### src/rtl/ad9866_pkg.sv
`default_nettype none
// ============================================================================
//  Module      : ad9866_pkg
//  Description : Shared constants and state encoding for the AD9866 SPI
//                register-file responder.
//  Revision    : 1.0 - initial release
// ============================================================================
package ad9866_pkg;

    localparam int c_frame_w    = 16;
    localparam int c_addr_w     = 5;
    localparam int c_data_w     = 8;
    localparam int c_nregs_def  = 20;

    typedef enum logic [1:0] {
        ST_IDLE  = 2'd0,
        ST_INSTR = 2'd1,
        ST_DATA  = 2'd2,
        ST_DONE  = 2'd3
    } state_t;

    // True when the address refers to an implemented register.
    function automatic logic addr_in_range(input logic [c_addr_w-1:0] a, input int n);
        return ({27'd0, a} < n);
    endfunction

endpackage
`default_nettype wire

### src/rtl/spi_sync.sv
`default_nettype none
// ============================================================================
//  Module      : spi_sync
//  Description : Two-flop single-bit synchronizer with a programmable reset
//                value.
//  Ports       : clk, rst (sync, active-high), d (async in), q (sync out)
//  Revision    : 1.0 - initial release
// ============================================================================
module spi_sync #(
    parameter logic RST_VAL = 1'b0
) (
    input  logic clk,
    input  logic rst,
    input  logic d,
    output logic q
);

    logic r_meta;

    always_ff @(posedge clk) begin
        if (rst) begin
            r_meta <= RST_VAL;
            q      <= RST_VAL;
        end else begin
            r_meta <= d;
            q      <= r_meta;
        end
    end

endmodule
`default_nettype wire

### src/rtl/ad9866_spi_responder.sv
`default_nettype none
// ============================================================================
//  Module      : ad9866_spi_responder
//  Description : Emulates the AD9866 SPI register file. Oversamples the SPI
//                lines on IF_clk, decodes 16-bit frames (R/nW, 5-bit address,
//                8-bit data), commits writes and shifts out read data.
//  Ports       : IF_clk/IF_rst        - clock, sync active-high reset
//                ad9866_sclk/sen_n/sdio - SPI inputs from the master
//                ad9866_sdo           - read data to the master
//                wr_stb/wr_addr/wr_data - committed-write notification
//                host_addr/host_data  - local read port, 1-cycle latency
//                abort_cnt            - saturating count of aborted frames
//                addr_err             - sticky out-of-range access flag
//  Revision    : 1.0 - initial release
// ============================================================================
module ad9866_spi_responder
    import ad9866_pkg::*;
#(
    parameter int         NREGS      = c_nregs_def,
    parameter logic [7:0] DEFAULT_RD = 8'h00
) (
    input  logic        IF_clk,
    input  logic        IF_rst,
    input  logic        ad9866_sclk,
    input  logic        ad9866_sen_n,
    input  logic        ad9866_sdio,
    output logic        ad9866_sdo,
    output logic        wr_stb,
    output logic [4:0]  wr_addr,
    output logic [7:0]  wr_data,
    input  logic [4:0]  host_addr,
    output logic [7:0]  host_data,
    output logic [7:0]  abort_cnt,
    output logic        addr_err
);

    // ------------------------------------------------------------------
    // Input synchronization and edge detection
    // ------------------------------------------------------------------
    logic w_sclk_s, w_sen_s, w_sdio_s;
    logic r_sclk_d, r_sen_d;

    spi_sync #(.RST_VAL(1'b0)) u_sync_sclk (
        .clk (IF_clk), .rst (IF_rst), .d (ad9866_sclk),  .q (w_sclk_s)
    );
    spi_sync #(.RST_VAL(1'b1)) u_sync_sen (
        .clk (IF_clk), .rst (IF_rst), .d (ad9866_sen_n), .q (w_sen_s)
    );
    spi_sync #(.RST_VAL(1'b0)) u_sync_sdio (
        .clk (IF_clk), .rst (IF_rst), .d (ad9866_sdio),  .q (w_sdio_s)
    );

    always_ff @(posedge IF_clk) begin
        if (IF_rst) begin
            r_sclk_d <= 1'b0;
            r_sen_d  <= 1'b1;
        end else begin
            r_sclk_d <= w_sclk_s;
            r_sen_d  <= w_sen_s;
        end
    end

    // sclk edges only count while the frame is enabled
    logic w_sclk_rise, w_sclk_fall, w_sen_fall, w_sen_rise;
    assign w_sclk_rise = w_sclk_s & ~r_sclk_d & ~w_sen_s;
    assign w_sclk_fall = ~w_sclk_s & r_sclk_d & ~w_sen_s;
    assign w_sen_fall  = ~w_sen_s & r_sen_d;
    assign w_sen_rise  = w_sen_s & ~r_sen_d;

    // ------------------------------------------------------------------
    // State and datapath registers
    // ------------------------------------------------------------------
    state_t      r_state, w_state_nxt;
    logic [3:0]  r_bit_cnt;
    logic [6:0]  r_shift_in;     // only the last 7 bits are ever needed
    logic [7:0]  r_out_sr;
    logic        r_rnw;
    logic [4:0]  r_addr;
    logic [7:0]  r_regs [NREGS];

    logic w_start, w_sample, w_addr_done, w_frame_done, w_abort, w_shift_out;

    logic [4:0] w_addr_new;
    logic [7:0] w_data_new;
    assign w_addr_new = {r_shift_in[3:0], w_sdio_s};
    assign w_data_new = {r_shift_in[6:0], w_sdio_s};

    always_ff @(posedge IF_clk) begin
        if (IF_rst) begin
            r_state <= ST_IDLE;
        end else begin
            r_state <= w_state_nxt;
        end
    end

    always_comb begin
        w_state_nxt  = r_state;
        w_start      = 1'b0;
        w_sample     = 1'b0;
        w_addr_done  = 1'b0;
        w_frame_done = 1'b0;
        w_abort      = 1'b0;
        w_shift_out  = 1'b0;
        case (r_state)
            ST_IDLE: begin
                if (w_sen_fall) begin
                    w_start     = 1'b1;
                    w_state_nxt = ST_INSTR;
                end
            end
            ST_INSTR: begin
                if (w_sen_rise) begin
                    w_abort     = 1'b1;
                    w_state_nxt = ST_IDLE;
                end else if (w_sclk_rise) begin
                    w_sample = 1'b1;
                    if (r_bit_cnt == 4'd7) begin
                        w_addr_done = 1'b1;
                        w_state_nxt = ST_DATA;
                    end
                end
            end
            ST_DATA: begin
                if (w_sen_rise) begin
                    w_abort     = 1'b1;
                    w_state_nxt = ST_IDLE;
                end else begin
                    if (w_sclk_rise) begin
                        w_sample = 1'b1;
                        if (r_bit_cnt == 4'(c_frame_w - 1)) begin
                            w_frame_done = 1'b1;
                            w_state_nxt  = ST_DONE;
                        end
                    end
                    if (w_sclk_fall && r_rnw) begin
                        w_shift_out = 1'b1;
                    end
                end
            end
            ST_DONE: begin
                if (w_sen_rise) begin
                    w_state_nxt = ST_IDLE;
                end
            end
            default: w_state_nxt = ST_IDLE;
        endcase
    end

    always_ff @(posedge IF_clk) begin
        if (IF_rst) begin
            r_bit_cnt  <= 4'd0;
            r_shift_in <= 7'd0;
            r_out_sr   <= 8'd0;
            r_rnw      <= 1'b0;
            r_addr     <= 5'd0;
            ad9866_sdo <= 1'b0;
            wr_stb     <= 1'b0;
            wr_addr    <= 5'd0;
            wr_data    <= 8'd0;
            host_data  <= 8'd0;
            abort_cnt  <= 8'd0;
            addr_err   <= 1'b0;
            for (int i = 0; i < NREGS; i++) begin
                r_regs[i] <= 8'h00;
            end
        end else begin
            wr_stb <= 1'b0;

            if (w_start) begin
                r_bit_cnt  <= 4'd0;
                r_shift_in <= 7'd0;
            end

            if (w_sample) begin
                r_shift_in <= {r_shift_in[5:0], w_sdio_s};
                r_bit_cnt  <= r_bit_cnt + 4'd1;
            end

            // Instruction byte complete: R/nW arrived 7 samples ago
            if (w_addr_done) begin
                r_rnw  <= r_shift_in[6];
                r_addr <= w_addr_new;
                if (addr_in_range(w_addr_new, NREGS)) begin
                    r_out_sr <= r_regs[w_addr_new];
                end else begin
                    r_out_sr <= DEFAULT_RD;
                    addr_err <= 1'b1;
                end
            end

            if (w_shift_out) begin
                ad9866_sdo <= r_out_sr[7];
                r_out_sr   <= {r_out_sr[6:0], 1'b0};
            end

            // sdo is only live while the data phase continues
            if (w_state_nxt != ST_DATA) begin
                ad9866_sdo <= 1'b0;
            end

            if (w_frame_done && !r_rnw && addr_in_range(r_addr, NREGS)) begin
                r_regs[r_addr] <= w_data_new;
                wr_stb         <= 1'b1;
                wr_addr        <= r_addr;
                wr_data        <= w_data_new;
            end

            if (w_abort && (abort_cnt != 8'hFF)) begin
                abort_cnt <= abort_cnt + 8'd1;
            end

            // Reads the pre-commit value when a write lands in the same cycle
            if (addr_in_range(host_addr, NREGS)) begin
                host_data <= r_regs[host_addr];
            end else begin
                host_data <= DEFAULT_RD;
            end
        end
    end

endmodule
`default_nettype wire

### config.mk
export PLATFORM = sky130hd
export DESIGN_NAME = ad9866_spi_responder
export DESIGN_NICKNAME = d
export VERILOG_FILES = /design/src/rtl/ad9866_pkg.sv /design/src/rtl/spi_sync.sv /design/src/rtl/ad9866_spi_responder.sv
export SDC_FILE = /design/constraint.sdc
export NUM_CORES = 1
export LEC_CHECK = 0
export ABC_AREA = 1
export CAP_MARGIN = 25
export CORE_ASPECT_RATIO = 0.8
export CORE_UTILIZATION = 25
export CTS_CLUSTER_SIZE = 16
export DETAILED_ROUTE_END_ITERATION = 6
export PLACE_DENSITY_LB_ADDON = 0.2
export SETUP_SLACK_MARGIN = 0.3
export SLEW_MARGIN = 30
export SYNTH_ARGS = -nofsm -noshare
export SYNTH_HDL_FRONTEND = slang
export SYNTH_SLANG_ARGS = --single-unit
export TNS_END_PERCENT = 100
### constraint.sdc
create_clock -name IF_clk -period 2.4 [get_ports IF_clk]
set_input_delay 0.48 -clock IF_clk [delete_from_list [all_inputs] [get_ports IF_clk]]
set_output_delay 0.48 -clock IF_clk [all_outputs]
set_load 0.05 [all_outputs]
Word-level counts from Yosys, hierarchy flattened
Memories as Yosys holds them, arrays and structs flattened. A register that Yosys moved wholly into a read port is not among the register bits.
Index checks and enable logic that the tools add are counted.
- reduce and logical (&&, ||, !) cells: 14
- add/subtract/negate cells: 2
- bitwise gates (word level): 12
- order comparisons: 3
- muxes and demuxes: 42
- eq/ne operators: 7
- operators by type and width (kind ; number):
    2-to-1 mux 8 bit ; 4
    2-to-1 mux 1 bit ; 24
    2-to-1 mux 2 bit ; 8
    < comparator 5 bit, second input constant ; 3
    2-to-1 mux 7 bit ; 2
    adder 8 x 1 -> 8 bit, second input constant ; 1
    2-to-1 mux 4 bit ; 2
    inequality test 8 bit, second input constant ; 1
    one-hot mux 2 bit (4 select lines) ; 1
    OR reduction 2 bit ; 4
    OR reduction 8 bit ; 1
    AND 1 bit ; 6
    inverter 1 bit ; 6
    2-to-1 mux 5 bit ; 1
    adder 4 x 1 -> 4 bit, second input constant ; 1
    equality test 2 bit, second input constant ; 2
    equality test 4 x 3 -> 1 bit, second input constant ; 1
    equality test 4 bit, second input constant ; 1
    logical AND 1 bit ; 4
    nonzero test 2 bit ; 2
    equality test 2 x 1 -> 1 bit, second input constant ; 1
    logical NOT 2 bit ; 1
    inequality test 2 bit, second input constant ; 1
    AND reduction 2 bit ; 1
    logical NOT 1 bit ; 1
- logic and storage cells: 102
- memory bits (writable): 160
- bits of input ports: 10
- output and inout bits: 32
- bits in registers: 59
- memories kept: 1
- memory list (name ; depth ; bits a word ; rd ports ; clocked after memory_dff ; write ports ; RTL line ; text):
    r_regs ; 20 ; 8 ; 2 ; 1 ; 20 ; ad9866_spi_responder.sv:79 ; logic [7:0] r_regs [NREGS];

Logic depth before layout (Yosys ltp)
- depth in word-level cells: 13
- mapped depth: 14
- depth with buffers taken out: 13

By module
Synthesis repeated with hierarchy kept, for this count alone.
- cell total of the unflattened synthesis: 1521
- area total of the unflattened synthesis: 12142.9 sq um
- modules (own cells, without submodules) (module ; cells an instance ; area each (sq um) ; instances ; sequential area each (sq um)):
    ad9866_spi_responder ; 1502 ; 11974.0 ; 1 ; 6145.9
    spi_sync at u_sync_sclk ... ; 6 ; 55.1 ; 2 ; 40.0
    spi_sync at u_sync_sen ; 7 ; 58.8 ; 1 ; 40.0

Worst setup path after synthesis
No wires, ideal clock.
- kind: register to register
- start point: register r_bit_cnt[0]
- end point: memory r_regs[1][0] (enable)
- buffers on the path: 0
- arrival: 1.747 ns
- period minus slack after synthesis: 2.076 ns
- setup slack: 0.324 ns
- cell stages (with the launch flop): 14
- library setup time: 0.329 ns
- data required time: 2.071 ns
- cell sequence: dfxtp_1 > ha_1 > nand3_1 > nor2_1 > nand2_1 > clkinv_2 > nand2_4 > inv_2 > nand2_2 > inv_2 > nand2_4 > nor2_8 > nand2_4 > nand2_1
- RTL lines (element ; RTL line ; text):
    start: declaration ; ad9866_spi_responder.sv:74 ; logic [3:0] r_bit_cnt;
    start signal: assignment ; ad9866_spi_responder.sv:176 ; r_bit_cnt <= r_bit_cnt + 4'd1;
    end: declaration ; ad9866_spi_responder.sv:79 ;

==> reports/results.ini <==
[status]
status=completed

[worst_setup_path]
r2r_start=r_bit_cnt[0]$_SDFFE_PP0P_
startpoint=r_bit_cnt[0]$_SDFFE_PP0P_
critPathMaxFanout=8
crit_required_ns=2.66
crit_path_start_kind=register
arrival_ns=2.30
crit_path_end_kind=register
timing_worst_setup_path_type=register to register

[synth]
yosys-top-cells-area=edfxtp_1, dfxtp_1, nand2_1
synth_area_um2=12200
yosysUniqueCellTypes=32
ys_seq_area_share_pct=52.6
synth_compound_area_share_pct=12.3
async_reset_ff_share_pct=0
ys_warn_count=0
synth_top_area_cell=edfxtp_1
syn_area_per_cell_um2=7.96
synthTopCellsByCount=nand2_1, nor2_1, inv_1, edfxtp_1, o21ai_0
synth_top_family_by_area=simple AND/OR/NAND/NOR gates
synth_top_area_share_pct=41.5
synthCells=1526
ys_ff_latch=235
synth_most_common_cell=nand2_1
synth-main-ff-cell=edfxtp_1
synth_xor_area_share_pct=0.432
yosys.area_share.simple_pct=25.1
synth.area.mux_share_pct=0
synth-adder-area-share_pct=0.721
synth-edff-count=168

[clock_network]
cts_tree=yes
cts_buffers=28
cts.sinks=235
hold_buffers=0
clockBufferDepth=3
path_clk_slew_ns=0.06
htree_levels=1
ctsRootBufferMaster=clkbuf_16
clkLatencyLatePin_ns=0.56

[run]
maxCapViolations=0

[final_layout]
n_fill_cell=5025
fin_cells=2228
final_nets=1607
syn2layout_area_growth_pct=21.3
antenna_cells=0
drive_gt1_share_pct=12.0

[sta]
worst_pin_slew_ns=0.844
final-hold-violation-count=0
final_max_slew_viol_count=0
rsz0062_at_grt=false
finalSetupViolCount=0
fin_worst_skew_ns=0.0138
fin_crit_sh_pct=85.1
fmax_ghz=0.490
relSlewSlack_pct=43.3
fin_crit_ns=2.04
final.setup.tns_ns=0

[placed_design]
globalplace.congestion=0.894
numPortBuffers=41
hpwl_mm=28.2
dp.cells=2174

[min_path]
hold_class=input pin to register
hp-start=IF_rst

[routing]
drc=0
dr.max_layer_used=met5
met2WireLength_mm=17.8
viasPerCell=4.71
drtPass1Iterations=5
wl_met3_mm=2.77
via_count=10500
drt.antenna.violating_nets=0
drtIter0Drc=1211
drt-met1-wl_mm=20.0
totalWireLength_mm=41.8
wire_per_inst_um=18.8

[power]
vdd_drop_max_mv=0.401
p_per_area_nw_per_um2=655
p_leak_uw=0.00593

[floorplanning]
dieArea_um2=49500
core-area_um2=47500
initial_core_util_pct=25.6
core.rowCount=71
die_w_um=248
ios=42
dieHeight_um=199

[global_route]
overflow=0
grt_pass1_wl_mm=62.4
grt_pass1_vias=9802
grt_max_degree=90
antenna_found_initial=1
track_usage_pct=16.8

==> worst max-delay path, stage by stage, from the launching register on <==
cell	delay, ns
dfxtp_4	0.37
ha_4	0.15
nand3_2	0.07
nor2_1	0.09
nand2_1	0.09
clkinv_2	0.08
nand2_4	0.07
inv_2	0.07
nand2_2	0.05
inv_2	0.06
nand2_4	0.09
nor2_8	0.25
buf_12	0.15
nand2_8	0.05
nand2_8	0.09
==> metrics by stage <==
| stage | setup WS (ns) | utilization, % | total power, uW | cell area [um2] | hold slack (ns) |
|---|---|---|---|---|---|
| after floorplan | 0.324 | - | 5110 | 12200 | 0.388 |
| after detailed placement | 0.111 | 28.8 | 5440 | 13700 | 0.391 |
| after global routing | 0.292 | 31.0 | 10000 | 14700 | 0.311 |
| after CTS | 0.293 | 30.9 | 9740 | 14700 | 0.296 |
| final | 0.358 | 31.0 | 9650 | 14700 | 0.315 |
| after global placement | 0.120 | 28.8 | 5440 | 13700 | 0.393 |
==> registers in the layout, indices dropped and copies added, names as in the netlist <==
register            cells
u_sync_sclk.q           1
r_state                 2
u_sync_sdio.q           1
wr_addr                 5
r_shift_in              7
wr_stb                  1
r_addr                  5
r_sen_d                 1
u_sync_sclk.r_meta      1
host_data               8
u_sync_sen.q            1
r_sclk_d                1
u_sync_sen.r_meta       1
u_sync_sdio.r_meta      1
r_regs                168
wr_data                 8
r_rnw                   1
addr_err                1
r_bit_cnt               4
r_out_sr                8
ad9866_sdo              1
abort_cnt               8
==> per-layer routing <==
metal	track usage, %	up-vias
li1	-	5090
met4	4.62	2
met1	24.2	4991
met3	3.24	69
met2	25.4	353
met5	0.788	-
==> what timing repair did <==
action,4_1_cts,5_1_grt
endpoints found under the setup margin,177,170
pin swaps,3,2
resized for setup,53,13
setup buffers,3,3
==> cell type report <==
type,instances,area (um2),share of cell area (%)
flip-flops and latches,235,6400,43.4
multi-input cells,1019,4830,32.8
repair buffers,122,1140,7.71
well taps,620,776,5.26
clock buffers,32,737,5.00
inverters,184,692,4.69
clock inverters,16,170,1.15
==> report_power, final <==
part | switching [uW] | internal (uW) | total [uW] | leakage, uW
registers | 91.4 | 4490 | 4590 | 0.00215
logic | 559 | 226 | 784 | 0.00336
clock network | 1770 | 2510 | 4280 | 0.000425
total | 2420 | 7230 | 9650 | 0.00593
==> kinds of logic (layout without fill, tap and decap cells) <==
kind of cell	Yosys count	in the layout
other	1	8
xor gates and xnor gates	6	6
buffers and inverters	279	354
adders and majority gates	7	7
AOI/OAI and AO/OA	284	284
DFF	235	235
and+or+nand+nor	714	714
==> cells in the final DEF (no fill, tap or decap), drive strengths merged <==
master,netlist,layout
a21oi,104,104
clkinvlp,0,6
o221ai,1,1
ha,7,7
nor2,244,244
inv,180,179
nand2,343,343
nand4,4,4
bufinv,0,3
xor2,4,4
or2,3,3
nor4,3,3
nor3,9,9
dlygate4sd2,0,32
a211oi,5,5
o211ai,15,15
buf,25,84
conb,1,8
nand3,108,108
edfxtp,168,168
o21ai,140,140
xnor2,2,2
o21a,1,1
clkbuf,70,32
o22ai,18,18
dfxtp,67,67
clkdlybuf4s50,0,6
clkinv,4,12
==> path summary, 6_finish.rpt <==
path                                               endpoint  slack [ns]  cells after the start
worst max register to register  r_regs[11][5]$_SDFFCE_PN0P_        0.36                     14
worst max-delay path            r_regs[11][5]$_SDFFCE_PN0P_        0.36                     14
worst min register to register     u_sync_sdio.q$_SDFF_PP0_        0.40                      2
worst min-delay path                         wr_stb$_DFF_P_        0.32                      4
Power figures use the tool's default switching activity.
